$ cat config.mk
export PLATFORM = sky130hd
export DESIGN_NAME = gen_matrix_ctrl
export DESIGN_NICKNAME = d
export VERILOG_FILES = /design/src/rtl/gen_matrix_ctrl_pkg.sv /design/src/rtl/gen_matrix_ctrl_watchdog.sv /design/src/rtl/gen_matrix_ctrl.sv
export SDC_FILE = /design/constraint.sdc
export NUM_CORES = 1
export LEC_CHECK = 0
export CORE_MARGIN = 4
export CORE_UTILIZATION = 50
export CTS_BUF_LIST = sky130_fd_sc_hd__clkbuf_16
export DETAILED_ROUTE_END_ITERATION = 10
export GPL_ROUTABILITY_DRIVEN = 0
export HOLD_SLACK_MARGIN = 0.06
export PLACE_DENSITY = 0.78
export SYNTH_ARGS = -nofsm -noshare
export SYNTH_HDL_FRONTEND = slang
export SYNTH_SLANG_ARGS = --single-unit
$ cat constraint.sdc
create_clock -name clk -period 3.3 [get_ports clk]
set_input_delay 0.825 -clock clk [delete_from_list [all_inputs] [get_ports clk]]
set_output_delay 0.825 -clock clk [all_outputs]
set_load 0.01 [all_outputs]
$ cat src/rtl/gen_matrix_ctrl_pkg.sv
// Shared Kyber constants, FSM state encoding and the XOF index-ordering helper
// used by the matrix-generation controller.
package gen_matrix_ctrl_pkg;

    localparam int KYBER_K = 3;
    localparam int KYBER_N = 256;
    localparam int KYBER_Q = 3329;
    localparam int COEF_W  = 12;
    localparam int ADDR_W  = 12;
    localparam int XOF_W   = 2;

    typedef enum logic [2:0] {
        IDLE,
        LAUNCH,
        RUN,
        NEXT,
        DONE
    } state_t;

    // Returns {xof_x, xof_y}; the transpose flag swaps which index goes first.
    function automatic logic [2*XOF_W-1:0] xof_pair(
        input logic             tr,
        input logic [XOF_W-1:0] i,
        input logic [XOF_W-1:0] j
    );
        return tr ? {i, j} : {j, i};
    endfunction

endpackage

$ cat src/rtl/gen_matrix_ctrl_watchdog.sv
// Per-entry watchdog: counts enabled cycles and flags the cycle on which the
// TIMEOUT-th enabled cycle is being spent.
module parse_watchdog #(
    parameter int TIMEOUT = 4096
) (
    input  logic clk,
    input  logic rst,
    input  logic clear,
    input  logic enable,
    output logic expired
);

    localparam int CW = $clog2(TIMEOUT + 1);

    logic [CW-1:0] cnt;

    // NOTE: sequential state uses non-blocking assignments so every flop samples pre-edge values.
    always_ff @(posedge clk or posedge rst) begin
        if (rst) begin
            cnt <= '0;
        end else if (clear) begin
            cnt <= '0;
        end else if (enable) begin
            cnt <= cnt + 1'b1;
        end
    end

    assign expired = enable && (cnt == CW'(TIMEOUT - 1));

endmodule

$ cat src/rtl/gen_matrix_ctrl.sv
// Sequences the parse engine over all K*K matrix entries, forwards accepted
// coefficients to RAM and flags count mismatches and per-entry timeouts.
module gen_matrix_ctrl
    import gen_matrix_ctrl_pkg::*;
#(
    parameter int K       = KYBER_K,
    parameter int N       = KYBER_N,
    parameter int TIMEOUT = 4096
) (
    input  logic              clk,
    input  logic              rst,
    input  logic              start,
    input  logic              transpose,
    output logic              busy,
    output logic              done,
    output logic              error,
    output logic              parse_start,
    output logic [XOF_W-1:0]  xof_x,
    output logic [XOF_W-1:0]  xof_y,
    input  logic              parse_done,
    input  logic              coef_valid,
    input  logic [COEF_W-1:0] coef_in,
    output logic              mem_we,
    output logic [ADDR_W-1:0] mem_addr,
    output logic [COEF_W-1:0] mem_wdata
);

    localparam int CNT_W = $clog2(N + 1);
    localparam int ENT_W = $clog2(K * K + 1);

    state_t            state;
    logic              tr_q;
    logic [XOF_W-1:0]  idx_i;
    logic [XOF_W-1:0]  idx_j;
    logic [ENT_W-1:0]  entry_idx;
    logic [CNT_W-1:0]  coef_cnt;

    logic              cnt_full;
    logic              wr_ok;
    logic [CNT_W-1:0]  cnt_after;
    logic              expired;
    logic [XOF_W-1:0]  nxt_i;
    logic [XOF_W-1:0]  nxt_j;
    logic              last_entry;

    parse_watchdog #(
        .TIMEOUT (TIMEOUT)
    ) u_watchdog (
        .clk     (clk),
        .rst     (rst),
        .clear   (state != RUN),
        .enable  (state == RUN),
        .expired (expired)
    );

    // Writes are a zero-latency pass-through; surplus coefficients are dropped.
    assign cnt_full  = (coef_cnt == CNT_W'(N));
    assign wr_ok     = (state == RUN) && coef_valid && !cnt_full;
    assign cnt_after = coef_cnt + CNT_W'(wr_ok);

    assign mem_we    = wr_ok;
    assign mem_wdata = wr_ok ? coef_in : '0;
    assign mem_addr  = wr_ok ? ADDR_W'(int'(entry_idx) * N + int'(coef_cnt)) : '0;

    // NOTE: every always_comb output gets a default first so no latch is inferred.
    always_comb begin
        nxt_i      = idx_i;
        nxt_j      = idx_j + 1'b1;
        last_entry = 1'b0;
        if (idx_j == XOF_W'(K - 1)) begin
            nxt_j      = '0;
            nxt_i      = idx_i + 1'b1;
            last_entry = (idx_i == XOF_W'(K - 1));
        end
    end

    always_ff @(posedge clk or posedge rst) begin
        if (rst) begin
            state       <= IDLE;
            tr_q        <= 1'b0;
            idx_i       <= '0;
            idx_j       <= '0;
            entry_idx   <= '0;
            coef_cnt    <= '0;
            busy        <= 1'b0;
            done        <= 1'b0;
            error       <= 1'b0;
            parse_start <= 1'b0;
            xof_x       <= '0;
            xof_y       <= '0;
        end else begin
            done        <= 1'b0;
            parse_start <= 1'b0;
            case (state)
                IDLE: begin
                    if (start) begin
                        state          <= LAUNCH;
                        busy           <= 1'b1;
                        error          <= 1'b0;
                        tr_q           <= transpose;
                        idx_i          <= '0;
                        idx_j          <= '0;
                        entry_idx      <= '0;
                        coef_cnt       <= '0;
                        parse_start    <= 1'b1;
                        {xof_x, xof_y} <= xof_pair(transpose, '0, '0);
                    end
                end
                LAUNCH: state <= RUN;
                RUN: begin
                    coef_cnt <= cnt_after;
                    if (coef_valid && cnt_full) error <= 1'b1;
                    // A completed entry wins over a watchdog expiring in the same cycle.
                    if (parse_done) begin
                        state <= NEXT;
                        if (cnt_after != CNT_W'(N)) error <= 1'b1;
                    end else if (expired) begin
                        state <= DONE;
                        done  <= 1'b1;
                        error <= 1'b1;
                    end
                end
                NEXT: begin
                    coef_cnt  <= '0;
                    idx_i     <= nxt_i;
                    idx_j     <= nxt_j;
                    entry_idx <= entry_idx + 1'b1;
                    if (last_entry) begin
                        state <= DONE;
                        done  <= 1'b1;
                    end else begin
                        state          <= LAUNCH;
                        parse_start    <= 1'b1;
                        {xof_x, xof_y} <= xof_pair(tr_q, nxt_i, nxt_j);
                    end
                end
                DONE: begin
                    state <= IDLE;
                    busy  <= 1'b0;
                end
                default: state <= IDLE;
            endcase
        end
    end

endmodule
=== Word-level counts from Yosys, hierarchy flattened ===
Index checks and enable logic that the tools add are counted.

* Equal/unequal tests: 13
* Muxes and demuxes: 39
* Reductions and logical operators: 18
* $add $sub $neg: 6

{| class="wikitable"
|+ Operator list
! operator !! number
|-
| 9-bit case mux with 3 select lines || 1
|-
| 13-bit 2-to-1 mux || 2
|-
| 12-bit 2-to-1 mux || 2
|-
| 2-bit case mux with 2 select lines || 4
|-
| 13-bit by 1-bit adder with 13-bit output (second input constant) || 1
|-
| 13-bit by 12-bit == test with 1-bit output (second input constant) || 1
|-
| 12-bit by 9-bit adder with 12-bit output || 1
|-
| 1-bit 2-to-1 mux || 12
|-
| 3-bit 2-to-1 mux || 4
|-
| 3-bit case mux with 4 select lines || 1
|-
| 2-bit AND reduction || 6
|-
| 2-bit 2-to-1 mux || 5
|-
| 9-bit by 1-bit adder with 9-bit output || 1
|-
| 9-bit == test (second input constant) || 1
|-
| 9-bit 2-to-1 mux || 1
|-
| 9-bit != test (second input constant) || 1
|-
| 4-bit 2-to-1 mux || 2
|-
| 1-bit case mux with 2 select lines || 4
|-
| 4-bit case mux with 2 select lines || 1
|-
| 2-bit nonzero test || 4
|-
| 3-bit by 2-bit == test with 1-bit output (second input constant) || 2
|-
| 2-bit by 1-bit adder with 2-bit output (second input constant) || 2
|-
| 4-bit by 1-bit adder with 4-bit output (second input constant) || 1
|-
| 2-bit == test (second input constant) || 2
|-
| other kinds (10) || 14
|}

* Output and inout port bits: 33
* Logic and storage cells: 89
* Input bits: 18
* Register bits after elaboration: 42

=== Logic depth before layout (Yosys ltp) ===
* Depth in word-level cells: 8
* Mapped depth: 13
* Depth with buffers taken out: 10

=== Modules after synthesis ===
From an unflattened synthesis, not the netlist that was laid out.

* Cell total of the unflattened synthesis: 270
* Area, all modules: 2469.9 µm²

{| class="wikitable"
|+ By module, submodules not included
! module !! area an instance (µm²) !! seq. area each (µm²) !! times used !! cells each
|-
| gen_matrix_ctrl || 1788.0 || 725.7 || 1 || 201
|-
| parse_watchdog || 681.9 || 325.3 || 1 || 69
|}

=== Worst setup path before layout ===
Ideal clock, no wire load.

* Kind: reg2reg
* From: register state[0]
* To: register error
* Period minus slack after synthesis: 2.970 ns
* Data arrival time: 2.841 ns
* Buffers on the path: 3
* Library setup time: 0.129 ns
* Required time: 3.171 ns
* Stages on the path, launching flop included: 14
* Slack: 0.330 ns
* Cells stage by stage: dfrtp_1 buf_2 nor3b_4 nand2_1 nor2b_1 buf_2 ha_1 ha_1 and3_2 buf_2 xor2_1 nand3_1 a2111oi_2 nor2_1

* Longest elaborated chain between the ends: 8
* Elaborated cells between the ends (all ways): 14
* Those cells by class: add/sub: 1; eq/ne: 3; mux: 4; reduce/logical: 6

{| class="wikitable"
|+ RTL lines
! item !! RTL line !! source
|-
| start, declared || gen_matrix_ctrl.sv:31 || <nowiki>state_t state;</nowiki>
|-
| start signal, assigned || gen_matrix_ctrl.sv:79 || <nowiki>state <= IDLE;</nowiki>
|-
| start signal, assigned || gen_matrix_ctrl.sv:97 || <nowiki>state <= LAUNCH;</nowiki>
|-
| start signal, assigned || gen_matrix_ctrl.sv:109 || <nowiki>LAUNCH: state <= RUN;</nowiki>
|-
| 3-bit by 2-bit == test with 1-bit output || gen_matrix_ctrl.sv:58 || <nowiki>assign wr_ok = (state == RUN) && coef_valid && !cnt_full;</nowiki>
|-
| 1-bit logical AND (2 in a row) || gen_matrix_ctrl.sv:58 ||
|-
| named net mem_we || gen_matrix_ctrl.sv:23 || <nowiki>output logic mem_we,</nowiki>
|-
| 9-bit by 1-bit adder with 9-bit output || gen_matrix_ctrl.sv:59 || <nowiki>assign cnt_after = coef_cnt + CNT_W'(wr_ok);</nowiki>
|-
| 9-bit != test || gen_matrix_ctrl.sv:116 || <nowiki>if (cnt_after != CNT_W'(N)) error <= 1'b1;</nowiki>
|-
| 1-bit 2-to-1 mux || gen_matrix_ctrl.sv:116 ||
|-
| 1-bit 2-to-1 mux || gen_matrix_ctrl.sv:114 || <nowiki>if (parse_done) begin</nowiki>
|-
| 1-bit case mux with 2 select lines || gen_matrix_ctrl.sv:94 || <nowiki>case (state)</nowiki>
|-
| end signal, assigned || gen_matrix_ctrl.sv:99 || <nowiki>error <= 1'b0;</nowiki>
|-
| end signal, assigned || gen_matrix_ctrl.sv:116 ||
|-
| end signal, assigned || gen_matrix_ctrl.sv:120 || <nowiki>error <= 1'b1;</nowiki>
|-
| end, declared || gen_matrix_ctrl.sv:16 || <nowiki>output logic error,</nowiki>
|}

The timed path passes the listed nets, and every way through them passes these cells.
A chain may end at the register's enable or synchronous reset.

=== Worst setup path after layout ===
* From: input coef_valid
* To: output mem_addr[5]

* Longest elaborated chain between the ends: 3

{| class="wikitable"
|+ RTL lines
! item !! RTL line !! source
|-
| start, declared || gen_matrix_ctrl.sv:21 || <nowiki>input logic coef_valid,</nowiki>
|-
| 1-bit logical AND (2 in a row) || gen_matrix_ctrl.sv:58 ||
|-
| 12-bit 2-to-1 mux || gen_matrix_ctrl.sv:63 || <nowiki>assign mem_addr = wr_ok ? ADDR_W'(int'(entry_idx) * N + int'(coef_cnt)) : '0;</nowiki>
|-
| end, declared || gen_matrix_ctrl.sv:24 || <nowiki>output logic [ADDR_W-1:0] mem_addr,</nowiki>
|}

No other way between the ends.

==> results.md <==
* Status: complete, no violations
* DRC errors left at 0
* WP data arrival at 2330 ps
* Fin nets at 341
* Mapped Avg Cell Area at approximately 9.2 µm²
* Antenna diode count at 0
* IO Count at 51
* Num CTS Buffers at 5
* Worst hold start: u_watchdog.cnt[0]
* Worst skew pair latency at about 280 ps
* Worst-Margin Slew at about 800 ps
* Worst EP required at 2470 ps
* Worst-path clk slew at around 60 ps
* Clock skew at 4.46 ps
* Row Count at 25
* First-pass GRT wire length at 8.81 mm
* Critical-path maximum fanout at 7
* Period utilization at 95.5%
* Area growth syn-to-layout at 32.5%
* Post-CTS Setup Bufs at 0
* Clk Tree Root Cell: clkbuf_16
* WL/cell at 13.7 µm
* IO Port Bufs at 50
* DIE HEIGHT at 77.7 µm
* Share of flip-flops with an asynchronous set or reset at 100%
* Initial drt markers at 148
* CORE AREA at around 0.0047 mm²
* RR Startpoint: coef_cnt[5]
* Vias/cell at 5.44
* Yosys Warn Count at 0
* Mapped Area at around 0.0024 mm²
* Worst path max stage delay at 540 ps
* Die area at 0.00603 mm²
* Htree depth at 2
* Detail Placement HPWL at 3.75 mm
* Critical path startpoint category: primary input
* GRT overflow at 0
* Fill cells at ~360
* Placed Instances at 375
* WL final at 5.25 mm
* Synth Register Bits at between 40 and 50
* Hold bufs inserted after CTS at 0
* Worst setup EP type: primary output
* Slew margin rel. at around 47%
* Worst setup path start: coef_valid
* Share of layout cells above drive strength 1 at 7.62%
* Max Clk Rate at 317 MHz
* Initial antenna violation count at 0
* TritonRoute pass-1 iters at 4
* Synth Flop Type: dfrtp_1
* Vias after detailed routing at 2077
* Hold Fails Final Rpt at 0
* Post-synthesis instance total at 263
* Critical path class: in -> out
* Number of synthesized flops with an enable pin at 0
* Max Cap Violations at 0
* Fin cells at 382
* Synth unique cells at 46
* Synthesized Nets at 289
* Starting Density at 51.4%
* Final Max Slew Viols at 0
* Sequential area share after synthesis at 43.3%
* Post-DRT Antenna Nets at 0
* Bufs on Longest Clock Path at 2
* Min-delay worst type: reg -> reg
* Slowest cell on the critical path: clkdlybuf4s50_1
* Pwr Density at 646 mW/mm²
* Post-CTS sizing at 0
* Die W at 77.7 µm
* CTS tree: done
* RSZ-0062 raised after global routing: false
* Largest net degree at the start of global routing at 43
* CTS Sinks at 42
* Sequence of cells on the critical path: clkdlybuf4s50_1 -> nand2_1 -> nor2b_1 -> buf_4 -> and2_1 -> clkdlybuf4s50_1
* Overall global routing resource usage at 18.1%
* Final setup violation count at 0
* Leakage Power at 0.00171 µW
* VDD IR max at roughly 0.00048 V
* Final min period at roughly 3200 ps
* Number of global-route vias before repair at roughly 1900
* Most frequent CP cell: clkdlybuf4s50_1
* Post-Route Setup TNS at 0 ps
[stage by stage]
step	area [µm²]	setup WS [ps]	hold slack, ps	utilization (%)	power, µW
final	3220	148	466	68.1	2080
after global routing	3220	45.5	481	68.1	2220
after CTS	3170	20.1	466	67.1	2100
after detailed placement	3010	23.6	459	63.7	1550
after global placement	3010	82.1	455	63.7	1530
after floorplan	2430	330	433	-	1260
[Yosys cell counts (all sizes together), types with 2 or more instances]
master  count  area [µm²]
nor4b       2        32.5
and3        5        42.5
nand2      19        71.3
and2       25         158
and4        2        18.8
nor3        4        20.0
a21oi      15        75.1
nor2       31         116
or3         4        25.0
a31oi       2        12.5
ha          8         100
nor2b       2        12.5
nand3b      2        15.0
nand3       9        45.0
o22ai       7        43.8
nand2b      3        18.8
buf         8        47.5
a21o        2        15.0
mux2i       3        30.0
inv         7        26.3
a22o        7        61.3
clkbuf      3        12.5
xor2        7        61.3
xnor2       6        52.6
dfrtp      42        1050
nand4       5        31.3
o21ai      23         115
[where the power goes]
group          internal [µW]  switching [µW]  leakage, µW
registers                620             131     0.000565
logic                    371             419      0.00107
clock network            350             186    0.0000773
[flip-flops by register name (all words and copies together), names as in the netlist]
register        count
u_watchdog.cnt     13
coef_cnt            9
entry_idx           4
state               3
idx_i               2
idx_j               2
xof_x               2
xof_y               2
busy                1
done                1
error               1
parse_start         1
tr_q                1
[final cells by class]
cell class	instances	area (µm²)	share of cell area (%)
Multi-Input combinational cell	203	1290	40.1
Sequential cell	42	1050	32.7
Timing Repair Buffer	56	606	18.8
Clock buffer	5	125	3.89
Tap cell	67	83.8	2.61
Clock inverter	2	33.8	1.05
Inverter	7	26.3	0.817
[cell families (layout without fill, tap and decap cells)]
group / after synthesis / after routing / synth area share (%)
and+or+nand+nor: 117 / 117 / 27.0
AOI/OAI and AO/OA: 61 / 61 / 15.7
DFF: 42 / 42 / 43.3
buffers and inverters: 18 / 70 / 3.56
xor gates and xnor gates: 13 / 13 / 4.69
adders and majority gates: 8 / 8 / 4.12
muxes: 4 / 4 / 1.70
[path summary, 6_finish.rpt]
| path | to | slack, ps | cells after the start |
|---|---|---|---|
| worst max-delay path | mem_addr[5] | 150 | 6 |
| worst min-delay path | u_watchdog.cnt[0] | 470 | 1 |
| worst max register to register | error | 450 | 11 |
| worst min register to register | u_watchdog.cnt[0] | 470 | 1 |
| max in group asynchronous | state[2] | 1950 | 3 |
| min in group asynchronous | coef_cnt[0] | 960 | 3 |
[routing by layer]
| layer | up-vias | part of all wire (%) | global-route usage, % |
|---|---|---|---|
| li1 | 1030 | - | - |
| met1 | 957 | 46 | 22.8 |
| met2 | 78 | 45 | 29.1 |
| met3 | 12 | 7.2 | 5.34 |
| met4 | 0 | 2.0 | 7.30 |
| met5 | - | 0 | 0 |
[placed cells by master (no fill, tap or decap), types with 2 or more instances in the layout]
master           netlist  layout
a21o_1                 2       2
a21oi_1               15      15
a22o_1                 7       7
a31oi_1                2       2
and2_1                24      24
and3_1                 2       2
and3_4                 2       2
buf_4                  1       5
clkbuf_16              0       5
clkdlybuf4s50_1        0      31
dfrtp_1               42      42
dlymetal6s2s_1         0      19
ha_1                   8       8
inv_1                  7       7
mux2i_1                3       3
nand2_1               19      19
nand2b_1               3       3
nand3_1                9       9
nand3b_1               2       2
nand4_1                5       5
nor2_1                31      31
nor2b_1                2       2
nor3_1                 4       4
o21ai_0               23      23
o22ai_1                7       7
or3_1                  4       4
xnor2_1                6       6
xor2_1                 7       7
[worst max-delay path, delay by kind of cell]
kind / cells / cell delay (ps)
buf+inv: 3 / 1180
simple gates: 3 / 320
No activity file was read; power rests on OpenSTA's default activity.
